File: src/rtl/timer_pkg.sv
// Shared definitions for the BCD countdown timer: FSM states, digit limit, prescaler sizing.
// Latency: none (types and constants only).
// Backpressure: none.
package timer_pkg;

    typedef enum logic [1:0] {
        IDLE  = 2'b00,
        RUN   = 2'b01,
        PAUSE = 2'b10
    } state_t;

    localparam logic [3:0] BCD_MAX = 4'd9;

    // Bits needed to count 0..div-1; never narrower than one bit so a
    // divide-by-one build still has a legal register.
    function automatic int presc_width(input int div);
        if (div <= 2) begin
            return 1;
        end
        return $clog2(div);
    endfunction

endpackage

File: src/rtl/bcd_digit_down.sv
// One BCD digit that counts down 9..0 and wraps 0 -> 9, raising borrow_out on the wrap.
// Latency: q updates one clock after load/en; borrow_out is combinational from en and q.
// Backpressure: none; load takes priority over en.
module bcd_digit_down
    import timer_pkg::*;
(
    input  logic       clk,
    input  logic       rst,
    input  logic       en,
    input  logic       load,
    input  logic [3:0] d,
    output logic [3:0] q,
    output logic       borrow_out
);

    // Digit register: load wins, otherwise step down with wrap to 9.
    always_ff @(posedge clk or posedge rst) begin
        if (rst) begin
            q <= 4'd0;
        end else if (load) begin
            q <= d;
        end else if (en) begin
            q <= (q == 4'd0) ? BCD_MAX : (q - 4'd1);
        end
    end

    // Borrow into the next digit happens only on the step that wraps this one.
    assign borrow_out = en && (q == 4'd0);

endmodule

File: src/rtl/bcd_countdown_timer.sv
// Two-digit BCD countdown timer (99..00) with load, start, pause and a done pulse at 00.
// Latency: all outputs registered; load/start/pause take effect on the next rising edge.
// Backpressure: none; inputs are sampled every clock with priority load > pause > start.
module bcd_countdown_timer
    import timer_pkg::*;
#(
    parameter int TICK_DIV = 1
) (
    input  logic       clk,
    input  logic       rst,
    input  logic       load,
    input  logic [7:0] load_val,
    input  logic       start,
    input  logic       pause,
    output logic [3:0] tens,
    output logic [3:0] ones,
    output logic       running,
    output logic       zero,
    output logic       done,
    output logic       load_err
);

    localparam int            PW         = presc_width(TICK_DIV);
    localparam logic [PW-1:0] PRESC_LAST = PW'(TICK_DIV - 1);

    state_t        state_q;
    state_t        state_d;
    logic [PW-1:0] presc_q;
    logic [PW-1:0] presc_d;
    logic          running_q;
    logic          zero_q;
    logic          zero_d;
    logic          done_q;
    logic          done_d;
    logic          load_err_q;
    logic          load_err_d;

    logic          load_ok;
    logic          dig_load;
    logic          dec;
    logic          last_step;
    logic          ones_borrow;
    logic          tens_borrow;
    logic [3:0]    tens_q;
    logic [3:0]    ones_q;

    // A load is only legal if both nibbles are real BCD digits.
    assign load_ok   = (load_val[7:4] <= BCD_MAX) && (load_val[3:0] <= BCD_MAX);
    // The step that takes 01 to 00 is the terminal one.
    assign last_step = (tens_q == 4'd0) && (ones_q == 4'd1);

    bcd_digit_down u_ones (
        .clk        (clk),
        .rst        (rst),
        .en         (dec),
        .load       (dig_load),
        .d          (load_val[3:0]),
        .q          (ones_q),
        .borrow_out (ones_borrow)
    );

    // Tens only moves when the ones digit wraps 0 -> 9.
    bcd_digit_down u_tens (
        .clk        (clk),
        .rst        (rst),
        .en         (ones_borrow),
        .load       (dig_load),
        .d          (load_val[7:4]),
        .q          (tens_q),
        .borrow_out (tens_borrow)
    );

    // State, prescaler and registered status flags.
    always_ff @(posedge clk or posedge rst) begin
        if (rst) begin
            state_q    <= IDLE;
            presc_q    <= '0;
            running_q  <= 1'b0;
            zero_q     <= 1'b1;
            done_q     <= 1'b0;
            load_err_q <= 1'b0;
        end else begin
            state_q    <= state_d;
            presc_q    <= presc_d;
            running_q  <= (state_d == RUN);
            zero_q     <= zero_d;
            done_q     <= done_d;
            load_err_q <= load_err_d;
        end
    end

    // Next-state, prescaler and pulse decisions in input priority order.
    always_comb begin
        state_d    = state_q;
        presc_d    = presc_q;
        dig_load   = 1'b0;
        dec        = 1'b0;
        done_d     = 1'b0;
        load_err_d = 1'b0;

        if (load) begin
            // A rejected load freezes everything for this clock.
            if (load_ok) begin
                dig_load = 1'b1;
                state_d  = IDLE;
                presc_d  = '0;
            end else begin
                load_err_d = 1'b1;
            end
        end else if (pause && (state_q == RUN)) begin
            state_d = PAUSE;
        end else if (start && (state_q == IDLE) && !zero_q) begin
            state_d = RUN;
            presc_d = '0;
        end else if (start && (state_q == PAUSE)) begin
            // Resume keeps the partial tick so pauses do not lose time.
            state_d = RUN;
        end else if (state_q == RUN) begin
            if (presc_q == PRESC_LAST) begin
                presc_d = '0;
                dec     = !zero_q;
                if (last_step) begin
                    state_d = IDLE;
                    done_d  = 1'b1;
                end
            end else begin
                presc_d = presc_q + PW'(1);
            end
        end
    end

    // zero tracks the digits without re-decoding them after the edge.
    always_comb begin
        zero_d = zero_q;
        if (dig_load) begin
            zero_d = (load_val == 8'h00);
        end else if (dec && last_step) begin
            zero_d = 1'b1;
        end
    end

    assign tens     = tens_q;
    assign ones     = ones_q;
    assign running  = running_q;
    assign zero     = zero_q;
    assign done     = done_q;
    assign load_err = load_err_q;

    // The tens digit never wraps below 0 because dec is blocked at 00;
    // its borrow therefore has no consumer.
    logic unused_tens_borrow;
    assign unused_tens_borrow = tens_borrow;

endmodule
File: config.mk
export PLATFORM = sky130hd
export DESIGN_NAME = bcd_countdown_timer
export DESIGN_NICKNAME = d
export VERILOG_FILES = /design/src/rtl/timer_pkg.sv /design/src/rtl/bcd_digit_down.sv /design/src/rtl/bcd_countdown_timer.sv
export SDC_FILE = /design/constraint.sdc
export NUM_CORES = 1
export LEC_CHECK = 0
export CAP_MARGIN = 20
export CORE_UTILIZATION = 40
export DETAILED_ROUTE_END_ITERATION = 8
export GPL_TIMING_DRIVEN = 0
export PLACE_DENSITY = 0.72
export SYNTH_ARGS = -nofsm -noshare
export SYNTH_HDL_FRONTEND = slang
export SYNTH_SLANG_ARGS = --single-unit
File: constraint.sdc
create_clock -name clk -period 2.1 [get_ports clk]
set_input_delay 0.525 -clock clk [delete_from_list [all_inputs] [get_ports clk]]
set_output_delay 0.525 -clock clk [all_outputs]
set_load 0.03 [all_outputs]
==> impl_results.md <==
* P_leak at ~0.45 nW
* Critical-path top delay cell: clkdlybuf4s50_1
* Synth top cells by count: dfrtp_1, nor2_1, a21oi_1, nand2_1, o21ai_0
* Setup CP Type: input pin to flop
* Syn Nets at between 90 and 100
* Wire length per cell at 13.4 um
* Leading area contributor after synthesis: dfrtp_1
* CTS tree: yes
* Share of total power in the clock network at 22.6%
* Total Routing Usage GR at 19.9%
* Switching share of power at 36.3%
* Synth area leaders: dfrtp_1, nor2_1, a21oi_1
* Remaining DRCs at 0
* Vias in the first global route at 672
* CP delay by family, top: simple AND/OR/NAND/NOR gates
* Worst Path Buf+Inv at 1
* Multi-input logic area at 409 um^2
* Die area at 0.00211 mm^2
* Top-Level Pins at 25
* Nets@finish at roughly 130
* Worst R2R Setup Slack at 420 ps
* Crit. End Element: flop
* Core area at 0.00176 mm^2
* Switching Power at ~330 uW
* Layout Skew at around 11 ps
* Die span in y at between 40 and 50 um
* Hold/Removal Path Class: input pin to async pin
* Final setup vio count at 0
* Hold Buf Count CTS at 0
* Largest net degree at the start of global routing at 15
* Part of the Yosys area used for sequential elements at between 40% and 50%
* Status: finished clean
* Final Cell Area at about 0.0011 mm^2
* Post-Synthesis Cells at 84
* CTS Buffer Depth at 2
* CTS H-Tree Depth at 1
* ANT cells at 0
* RD Place Congestion at 0.800
* Worst vdd ir at between 500 and 600 uV
* Max Freq at 0.496 GHz
* Synth Register Bits at 14
* Initial antenna violation count at 0
* CTS sink cnt at 14
* Dpl ws at -283 ps
* Worst-Margin Slew at about 540 ps
* CTS Root Buffer Type: clkbuf_4
* Power per cell area at 819 mW/mm^2
* Post-synth top flop: dfrtp_1
* Register area at 352 um^2
* Syn Area/Cell at 9.19 um^2
* DIE WIDTH at 45.9 um
* Antenna Nets Post-Route at 0
* CP max stage delay at 550 ps
* First-pass GRT wire length at between 2000 and 3000 um
* Drt pass-1 iters at 4
* PortBufs at 24
* Max_slew headroom at a little under two thirds
* Fraction of layout cells with a size suffix above 1 at 9.57%
* Min cycle time layout at a little over 2000 ps
* RSZ-0062 raised after global routing: false
* Most common cell in the netlist: dfrtp_1
* Comb power frac at 35.6%
* Max-capacitance violation count at 0
* Cell Area, Synth at 772 um^2
* Synthesis Warnings at 0
* Crit-path cells: clkdlybuf4s50_1 -> nor4b_4 -> nand2_2 -> or4_1 -> a31oi_1
* Clock Latency Late Sink at 290 ps
* Synth top area share at 42.1%
* Final period utilization at a little over nine tenths
* WP data arrival at ~2200 ps
* Total congestion overflow at 0
* Via count at 757
* Post-synth EDFFs at 0
* Netlist cell types at 32
* Max-slew violation count at 0
* Initial core utilization at between 40 and 50%
* Post-synth ARST share at 100%
* Sequential power share at between 40% and 50%
* Final Hold Fails at 0
* Drt total wl at 1870 um
* Startpoint Class: input pin
* CTS Buf Count at 3
* Clock transition at the registers of the reported paths at 100 ps
* Via-per-instance ratio at about 5.4
* Setup ws final at roughly 80 ps
* Internal at 576 uW
* Critical Path Fanout Max at 8
* Core Rows at 15
* Dpl cell area at 0.00104 mm^2
* Final total power at 905 uW
* Initial DRC count at 21
* Crit path required time at 2300 ps
* Area Growth Syn to Fin at 43.1%
* Post-DP HPWL at about 1400 um
* Filler cell count at roughly 160
-- state kept, by name, summed over array words and instances (netlist names) --
signal    flops
u_ones.q      4
u_tens.q      4
state_q       2
done          1
load_err      1
running       1
zero          1
-- metal layers --
| layer | vias up | track usage, % | wire (um) |
|---|---|---|---|
| met2 | 21 | 31.0 | 887 |
| met1 | 361 | 26.2 | 880 |
| met5 | - | 0 | 0 |
| met4 | 0 | 8.24 | 24 |
| li1 | 373 | - | - |
| met3 | 2 | 4.76 | 77 |
-- final cells by class --
cell class              count  area share, %
multi-input cells          67           37.0
well taps                  25           2.83
clock buffers               4           3.28
inverters                   2          0.680
repair buffers             27           24.0
flip-flops and latches     14           31.8
plain buffers               1          0.340
-- cells in the final DEF, fill, tap and decap left out, types with 2 or more instances in the layout --
| master | instances |
|---|---|
| a21oi_1 | 8 |
| a22o_1 | 2 |
| a31oi_1 | 3 |
| buf_4 | 3 |
| clkbuf_4 | 3 |
| clkdlybuf4s50_1 | 23 |
| dfrtp_1 | 13 |
| inv_1 | 2 |
| nand2_1 | 8 |
| nand3_1 | 2 |
| nand4b_1 | 2 |
| nor2_1 | 11 |
| nor3_1 | 3 |
| nor4_1 | 2 |
| o21ai_0 | 4 |
| o31ai_1 | 2 |
| or2b_1 | 2 |
| or4_1 | 2 |
| xor2_1 | 2 |
-- worst register-to-register path, stage by stage, from the launching register on --
cell     delay [ps]
dfrtp_1         460
nor4b_4         380
nand2_2         150
or4_1           410
a31oi_1         190
-- power by group through the flow --
stage                     logic, mW  registers [mW]  clock network (mW)
final                         0.322           0.378               0.205
after floorplan               0.103           0.455                   0
after CTS                     0.318           0.378               0.207
after global placement        0.313           0.382                   0
after global routing          0.345           0.389               0.223
after detailed placement      0.317           0.383                   0
-- final timing paths --
check / from / endpoint / cells past startpoint
worst max-delay path: load / u_tens.q[3] / 5
worst min-delay path: rst / u_ones.q[3] / 2
worst max register to register: state_q[1] / u_tens.q[3] / 4
worst min register to register: u_tens.q[1] / u_tens.q[1] / 1
max in group asynchronous: rst / zero / 2
min in group clk: u_tens.q[1] / u_tens.q[1] / 1
-- cells by family (layout without fill, tap and decap cells) --
group / Yosys count / after routing / synth area share [%]
and+or+nand+nor: 42 / 42 / 31.9
AOI/OAI and AO/OA: 22 / 22 / 17.5
DFF: 14 / 14 / 45.5
buffers and inverters: 3 / 34 / 1.46
xor gates and xnor gates: 2 / 2 / 2.27
muxes: 1 / 1 / 1.30
-- metrics by stage --
stage,setup TNS [ps],utilization (%),hold slack (ps),cells
floorplan,0,-,414,84
global placement,-1100,59.1,528,133
detailed placement,-1310,59.1,543,133
CTS,0,61.2,569,137
global route,0,62.6,578,140
finish,0,62.6,564,140
-- repair_timing --
| action | in CTS | in global routing |
|---|---|---|
| setup buffers | 0 | 3 |
| gates resized for setup | 0 | 1 |
| setup endpoints to repair | 0 | 3 |
Power figures use the tool's default switching activity.
